$ cat config.mk
export PLATFORM = sky130hd
export DESIGN_NAME = rs232_link_ctrl
export DESIGN_NICKNAME = d
export VERILOG_FILES = /design/src/rtl/rs232_pkg.sv /design/src/rtl/rs232_sync.sv /design/src/rtl/rs232_link_ctrl.sv
export SDC_FILE = /design/constraint.sdc
export NUM_CORES = 1
export LEC_CHECK = 0
export ABC_CLOCK_PERIOD_IN_PS = 3040
export CORE_UTILIZATION = 30
export DETAILED_ROUTE_END_ITERATION = 8
export GPL_TIMING_DRIVEN = 1
export HOLD_SLACK_MARGIN = 0.02
export SYNTH_ARGS = -nofsm -noshare
export SYNTH_HDL_FRONTEND = slang
export SYNTH_HIERARCHICAL = 1
export SYNTH_SLANG_ARGS = --single-unit
export TNS_END_PERCENT = 1
$ cat constraint.sdc
create_clock -name clk -period 3.04 [get_ports clk]
set_clock_uncertainty 0.15 [all_clocks]
set_input_delay 0.608 -clock clk [delete_from_list [all_inputs] [get_ports clk]]
set_output_delay 0.608 -clock clk [all_outputs]
set_load 0.01 [all_outputs]
$ cat src/rtl/rs232_pkg.sv
// +----------------------------------------------------------------------------+
// | rs232_pkg                                                                  |
// | Line-level constants and link FSM state encoding for rs232_link_ctrl.      |
// | Revision: 1.0                                                              |
// +----------------------------------------------------------------------------+
`default_nettype none

package rs232_pkg;

  // Modem-control lines are active-low on the wire.
  localparam logic MARK  = 1'b1;
  localparam logic SPACE = 1'b0;

  typedef enum logic [2:0] {
    OFF      = 3'd0,
    WAIT_DSR = 3'd1,
    WAIT_DCD = 3'd2,
    ONLINE   = 3'd3,
    HANGUP   = 3'd4,
    FAULT    = 3'd5
  } link_state_t;

endpackage

`default_nettype wire

$ cat src/rtl/rs232_sync.sv
// +----------------------------------------------------------------------------+
// | rs232_sync                                                                 |
// | Multi-flop synchronizer for one asynchronous line input, resets to MARK.   |
// | Revision: 1.0                                                              |
// +----------------------------------------------------------------------------+
`default_nettype none

module rs232_sync
  import rs232_pkg::*;
#(
  parameter int SYNC_STAGES = 2
) (
  input  logic clk,
  input  logic rst,
  input  logic d,
  output logic q
);

  logic [SYNC_STAGES-1:0] r_chain;

  always_ff @(posedge clk or posedge rst) begin
    if (rst) begin
      r_chain <= {SYNC_STAGES{MARK}};
    end else begin
      r_chain <= {r_chain[SYNC_STAGES-2:0], d};
    end
  end

  assign q = r_chain[SYNC_STAGES-1];

endmodule

`default_nettype wire

$ cat src/rtl/rs232_link_ctrl.sv
// +----------------------------------------------------------------------------+
// | rs232_link_ctrl                                                            |
// | DTE modem-control sequencer: DTR/DSR/DCD link-up, hangup, CTS TX gating,   |
// | RTS flow control. Optional DSR timeout: define RS232_LINK_CTRL_TIMEOUT_EN. |
// | Revision: 1.0                                                              |
// +----------------------------------------------------------------------------+
`default_nettype none

module rs232_link_ctrl
  import rs232_pkg::*;
#(
  parameter int SYNC_STAGES = 2,
  parameter int DSR_TIMEOUT = 1_000_000,
  parameter int HOLD_CYCLES = 1000,
  parameter int LEVEL_W     = 5,
  parameter int RTS_HIGH_WM = 12,
  parameter int RTS_LOW_WM  = 4
) (
  input  logic               clk,
  input  logic               rst,
  input  logic               enable,
  input  logic               hangup,
  input  logic               s_tx_valid,
  output logic               s_tx_ready,
  output logic               m_tx_valid,
  input  logic               m_tx_ready,
  input  logic [LEVEL_W-1:0] rx_level,
  output logic               rts,
  output logic               dtr,
  input  logic               cts,
  input  logic               dsr,
  input  logic               dcd,
  output logic [2:0]         state,
  output logic               link_up,
  output logic               fault
);

  localparam int                c_hold_w    = (HOLD_CYCLES > 1) ? $clog2(HOLD_CYCLES) : 1;
  localparam logic [c_hold_w-1:0] c_hold_last = c_hold_w'(HOLD_CYCLES - 1);
  localparam logic [LEVEL_W-1:0]  c_high_wm   = LEVEL_W'(RTS_HIGH_WM);
  localparam logic [LEVEL_W-1:0]  c_low_wm    = LEVEL_W'(RTS_LOW_WM);

  logic w_cts_s, w_dsr_s, w_dcd_s;

  rs232_sync #(.SYNC_STAGES(SYNC_STAGES)) u_sync_cts (.clk(clk), .rst(rst), .d(cts), .q(w_cts_s));
  rs232_sync #(.SYNC_STAGES(SYNC_STAGES)) u_sync_dsr (.clk(clk), .rst(rst), .d(dsr), .q(w_dsr_s));
  rs232_sync #(.SYNC_STAGES(SYNC_STAGES)) u_sync_dcd (.clk(clk), .rst(rst), .d(dcd), .q(w_dcd_s));

  link_state_t         r_state, w_next;
  logic [c_hold_w-1:0] r_hold_cnt;
  logic                r_dtr, r_rts, r_link_up, r_tx_allow;
  logic                w_abort, w_pending, w_dsr_expired;

  assign w_abort   = hangup | ~enable;
  assign w_pending = m_tx_valid & ~m_tx_ready;

`ifdef RS232_LINK_CTRL_TIMEOUT_EN
  localparam int                c_to_w    = (DSR_TIMEOUT > 1) ? $clog2(DSR_TIMEOUT) : 1;
  localparam logic [c_to_w-1:0] c_to_last = c_to_w'(DSR_TIMEOUT - 1);

  logic [c_to_w-1:0] r_dsr_cnt;
  logic              r_fault;

  always_ff @(posedge clk or posedge rst) begin
    if (rst) begin
      r_dsr_cnt <= '0;
      r_fault   <= 1'b0;
    end else begin
      r_dsr_cnt <= (r_state == WAIT_DSR) ? r_dsr_cnt + 1'b1 : '0;
      // Sticky until the next attempt to bring the link up.
      if (w_next == FAULT) begin
        r_fault <= 1'b1;
      end else if (w_next == WAIT_DSR && r_state != WAIT_DSR) begin
        r_fault <= 1'b0;
      end
    end
  end

  assign w_dsr_expired = (r_dsr_cnt == c_to_last);
  assign fault         = r_fault;
`else
  assign w_dsr_expired = 1'b0;
  assign fault         = 1'b0;
`endif

  always_ff @(posedge clk or posedge rst) begin
    if (rst) begin
      r_state <= OFF;
    end else begin
      r_state <= w_next;
    end
  end

  always_comb begin
    w_next = r_state;
    case (r_state)
      OFF: begin
        if (enable) w_next = WAIT_DSR;
      end
      WAIT_DSR: begin
        if (w_abort)                 w_next = HANGUP;
        else if (w_dsr_s == SPACE)   w_next = WAIT_DCD;
        else if (w_dsr_expired)      w_next = FAULT;
      end
      WAIT_DCD: begin
        if (w_abort || w_dsr_s == MARK) w_next = HANGUP;
        else if (w_dcd_s == SPACE)      w_next = ONLINE;
      end
      ONLINE: begin
        if (w_abort || w_dsr_s == MARK || w_dcd_s == MARK) w_next = HANGUP;
      end
      HANGUP: begin
        if (r_hold_cnt == c_hold_last) w_next = OFF;
      end
      FAULT: begin
        if (!enable) w_next = OFF;
      end
      default: w_next = OFF;
    endcase
  end

  always_ff @(posedge clk or posedge rst) begin
    if (rst) begin
      r_hold_cnt <= '0;
      r_dtr      <= MARK;
      r_rts      <= MARK;
      r_link_up  <= 1'b0;
      r_tx_allow <= 1'b0;
    end else begin
      r_hold_cnt <= (r_state == HANGUP) ? r_hold_cnt + 1'b1 : '0;
      r_dtr      <= (w_next == WAIT_DSR || w_next == WAIT_DCD || w_next == ONLINE) ? SPACE : MARK;
      r_link_up  <= (w_next == ONLINE);

      // Hysteresis between the watermarks; on entry only the high mark matters.
      if (w_next != ONLINE) begin
        r_rts <= MARK;
      end else if (r_state != ONLINE) begin
        r_rts <= (rx_level < c_high_wm) ? SPACE : MARK;
      end else if (rx_level >= c_high_wm) begin
        r_rts <= MARK;
      end else if (rx_level <= c_low_wm) begin
        r_rts <= SPACE;
      end

      // A pending offer keeps the gate open past a CTS drop, but not past leaving ONLINE.
      r_tx_allow <= (w_next == ONLINE) && ((w_cts_s == SPACE) || (r_tx_allow && w_pending));
    end
  end

  assign m_tx_valid = s_tx_valid & r_tx_allow;
  assign s_tx_ready = m_tx_ready & r_tx_allow;
  assign rts        = r_rts;
  assign dtr        = r_dtr;
  assign link_up    = r_link_up;
  assign state      = r_state;

endmodule

`default_nettype wire
==> summary.md <==
| Metric | Value |
|---|---|
| Status | complete, no violations |
| Final WS setup | approximately 560 ps |
| First-pass DRT Iterations | 2 |
| Most numerous cell in the Yosys netlist | dfrtp_1 |
| Die Ht | 60.4 microns |
| Initial antenna violation count | 0 |
| Hold buffers post-CTS | 0 |
| Pwr dens | about 540 nW/um^2 |
| Post-synth top cells | 15 x dfrtp_1, 9 x nor2_1, 8 x dfstp_2 |
| Post-DRT Antenna Nets | 0 |
| RSZ-0062 raised after global routing | false |
| Initial Util | 0.325 |
| Pins Over Slew Limit | 0 |
| Worst VDD drop | roughly 0.25 mV |
| Period minus WS final | between 2000 and 2500 ps |
| Net Count, Synth | ~110 |
| Period utilization | 0.816 |
| Port bufs | 21 |
| First-pass GRT wire length | 3.37 mm |
| Dominant cell type by area after synthesis | dfrtp_1 |
| Area grow syn2layout | 27.5% |
| Relative slew slack | 0.566 |
| Die W | 60.4 microns |
| Post-Syn Area | approximately 1000 sq um |
| TNS Setup | 0 ps |
| Core footprint | ~3200 sq um |
| Hold path start | u_sync_dsr/r_chain[0]$_DFF_PP1_ |
| Post-cts resize count | 0 |
| Part of the Yosys area used for sequential elements | 0.572 |
| Place WS | between 500 and 600 ps |
| Vias in the first global route | ~770 |
| Final Setup Violations | 0 |
| Routed Wire Length | 1.84 mm |
| H-tree depth | 1 |
| Flops & latches, synth | 23 |
| Clock latency on the worst-skew pair | between 300 and 400 ps |
| Hold Fails Final Rpt | 0 |
| Top post-synthesis cells by area | dfrtp_1 37%, dfstp_2 21%, xor2_1 3.4% |
| Initial DRC count | 13 |
| Library cells used by synthesis | 36 |
| Post-Synthesis Cells | 91 |
| Full die area | about 3600 sq um |
| R2R Setup Slk | ~1400 ps |
| Tightest Pin Transition | between 600 and 700 ps |
| RR Startpoint | state[2]$_DFF_PP0_ |
| Grt ovf | 0 |
| Commonest register cell after synthesis | dfrtp_1 |
| DRC viols | 0 |
| Row count | 20 |
| Pleak | approximately 0.55 nW |
| Gr usage total | 0.127 |
| Largest net degree at the start of global routing | 18 |
| Share of cells above drive strength 1 | 0.149 |
| Async set-reset flop share out of synthesis | 1.00 |
| Fill count | about 320 |
| RR Endpoint | dtr$_DFF_PP1_ |
| Syn_area_per_cell | between 10 and 15 sq um |
| Ant diodes | 0 |
| Hold/Removal Path Class | flop to flop |
| Final weighted congestion in routability-driven placement | roughly 0.74 |
| Vias | 730 |
| Num CTS Buffers | 3 |
| CP max FO | 2 |
| Avg Vias per Cell | approximately 4.6 |
| Worst Path Arrival | 1720 ps |
| Number of synthesis warnings | 6 |
| Top-area cell type share of the netlist area | 0.367 |
| # IOs | 23 |
| WS Path Type | input port to primary output |
| Reg clk slew, reported paths | about 130 ps |
| Setup crit end kind | primary output |
| Worst setup SP type | input port |
| Worst Hold Depth | 0 |
| Path depth of the worst reg2reg path | 4 |
| Highest clock rate | about 0.4 GHz |
| Sink Count | 23 |
| Worst Hold End | u_sync_dsr/r_chain[1]$_DFF_PP1_ |
| Worst EP required | between 2000 and 2500 ps |
| CTS tree | yes |
| Number of synthesized flops with an enable pin | 0 |
| Post-CTS setup buffer count | 0 |
| Nets | 130 |
| Root buf cell | clkbuf_4 |
| Clock Path Buffers | 2 |
| WL/cell | ~12 microns |
| Dpl hpwl | roughly 1.4 mm |
| Total of max-cap violations | 0 |
## per-layer routing
metal	global-route usage	vias up	part of all wire
li1	-	357	-
met1	0.141	356	0.43
met2	0.228	15	0.52
met3	0.0426	2	0.044
met4	0.0390	0	0.0043
met5	0	-	0
## area by class of cell
type,instances,area [sq um],share of cell area
clock inverter,1,5.00,0.00384
clock buffer,3,22.5,0.0173
timing repair buffer,21,210,0.161
multi-input combinational,61,408,0.313
sequential,23,586,0.449
inverter,5,18.8,0.0144
tap,44,55.1,0.0422
## sequential cells by signal (all words and copies together), names as in the netlist
signal              count
state                   3
dtr                     1
u_sync_cts/r_chain      2
r_hold_cnt             10
u_sync_dcd/r_chain      2
link_up                 1
r_tx_allow              1
rts                     1
u_sync_dsr/r_chain      2
## worst max-delay path, stage by stage
cell and delay [ps]:
clkdlybuf4s50_1 460, and2_1 120, clkdlybuf4s50_1 530
## worst max path at each step
stage          startpoint            end  cells after the start
6_report       m_tx_ready     s_tx_ready                      3
5_1_grt        s_tx_valid     m_tx_valid                      3
4_1_cts        s_tx_valid     m_tx_valid                      3
3_5_place_dp   s_tx_valid     m_tx_valid                      3
3_3_place_gp   s_tx_valid     m_tx_valid                      3
2_1_floorplan      hangup  dtr$_DFF_PP1_                      4
## power by group
| part | internal (mW) | switching [mW] | leakage (nW) |
|---|---|---|---|
| clock network | 0.0492 | 0.0982 | 0.0177 |
| logic | 0.0903 | 0.0804 | 0.245 |
| registers | 0.347 | 0.0431 | 0.289 |
## layout by cell type (no fill, tap or decap), types with 3 or more instances in the layout
cell type         n
xor2_1            4
nor2b_1           3
dfstp_2           8
clkdlybuf4s50_1  21
nand2b_1          3
nand2_1           4
dfrtp_1          15
xnor2_1           3
nor2_1            9
inv_1             5
nand3_1           3
clkbuf_4          3
## logic make-up (layout without fill, tap and decap cells)
kind of cell | after synthesis | count (layout) | synth area share
and+or+nand+nor | 39 | 39 | 0.229
DFF | 23 | 23 | 0.572
AOI/OAI and AO/OA | 13 | 13 | 0.0941
xor gates and xnor gates | 7 | 7 | 0.0599
buffers and inverters | 7 | 30 | 0.0293
adders and majority gates | 1 | 1 | 0.0122
other | 1 | 1 | 0.00366
## through the flow
step / area, sq um / total power, mW / hold slack (ps) / utilization / cells
2_1_floorplan: 1020 / 0.488 / 195 / - / 91
3_5_place_dp: 1280 / 0.568 / 200 / 0.405 / 154
5_1_grt: 1310 / 0.758 / 222 / 0.414 / 158
4_1_cts: 1310 / 0.719 / 219 / 0.414 / 158
3_3_place_gp: 1280 / 0.564 / 197 / 0.405 / 154
6_report: 1310 / 0.708 / 217 / 0.414 / 158
Power figures use the tool's default switching activity.
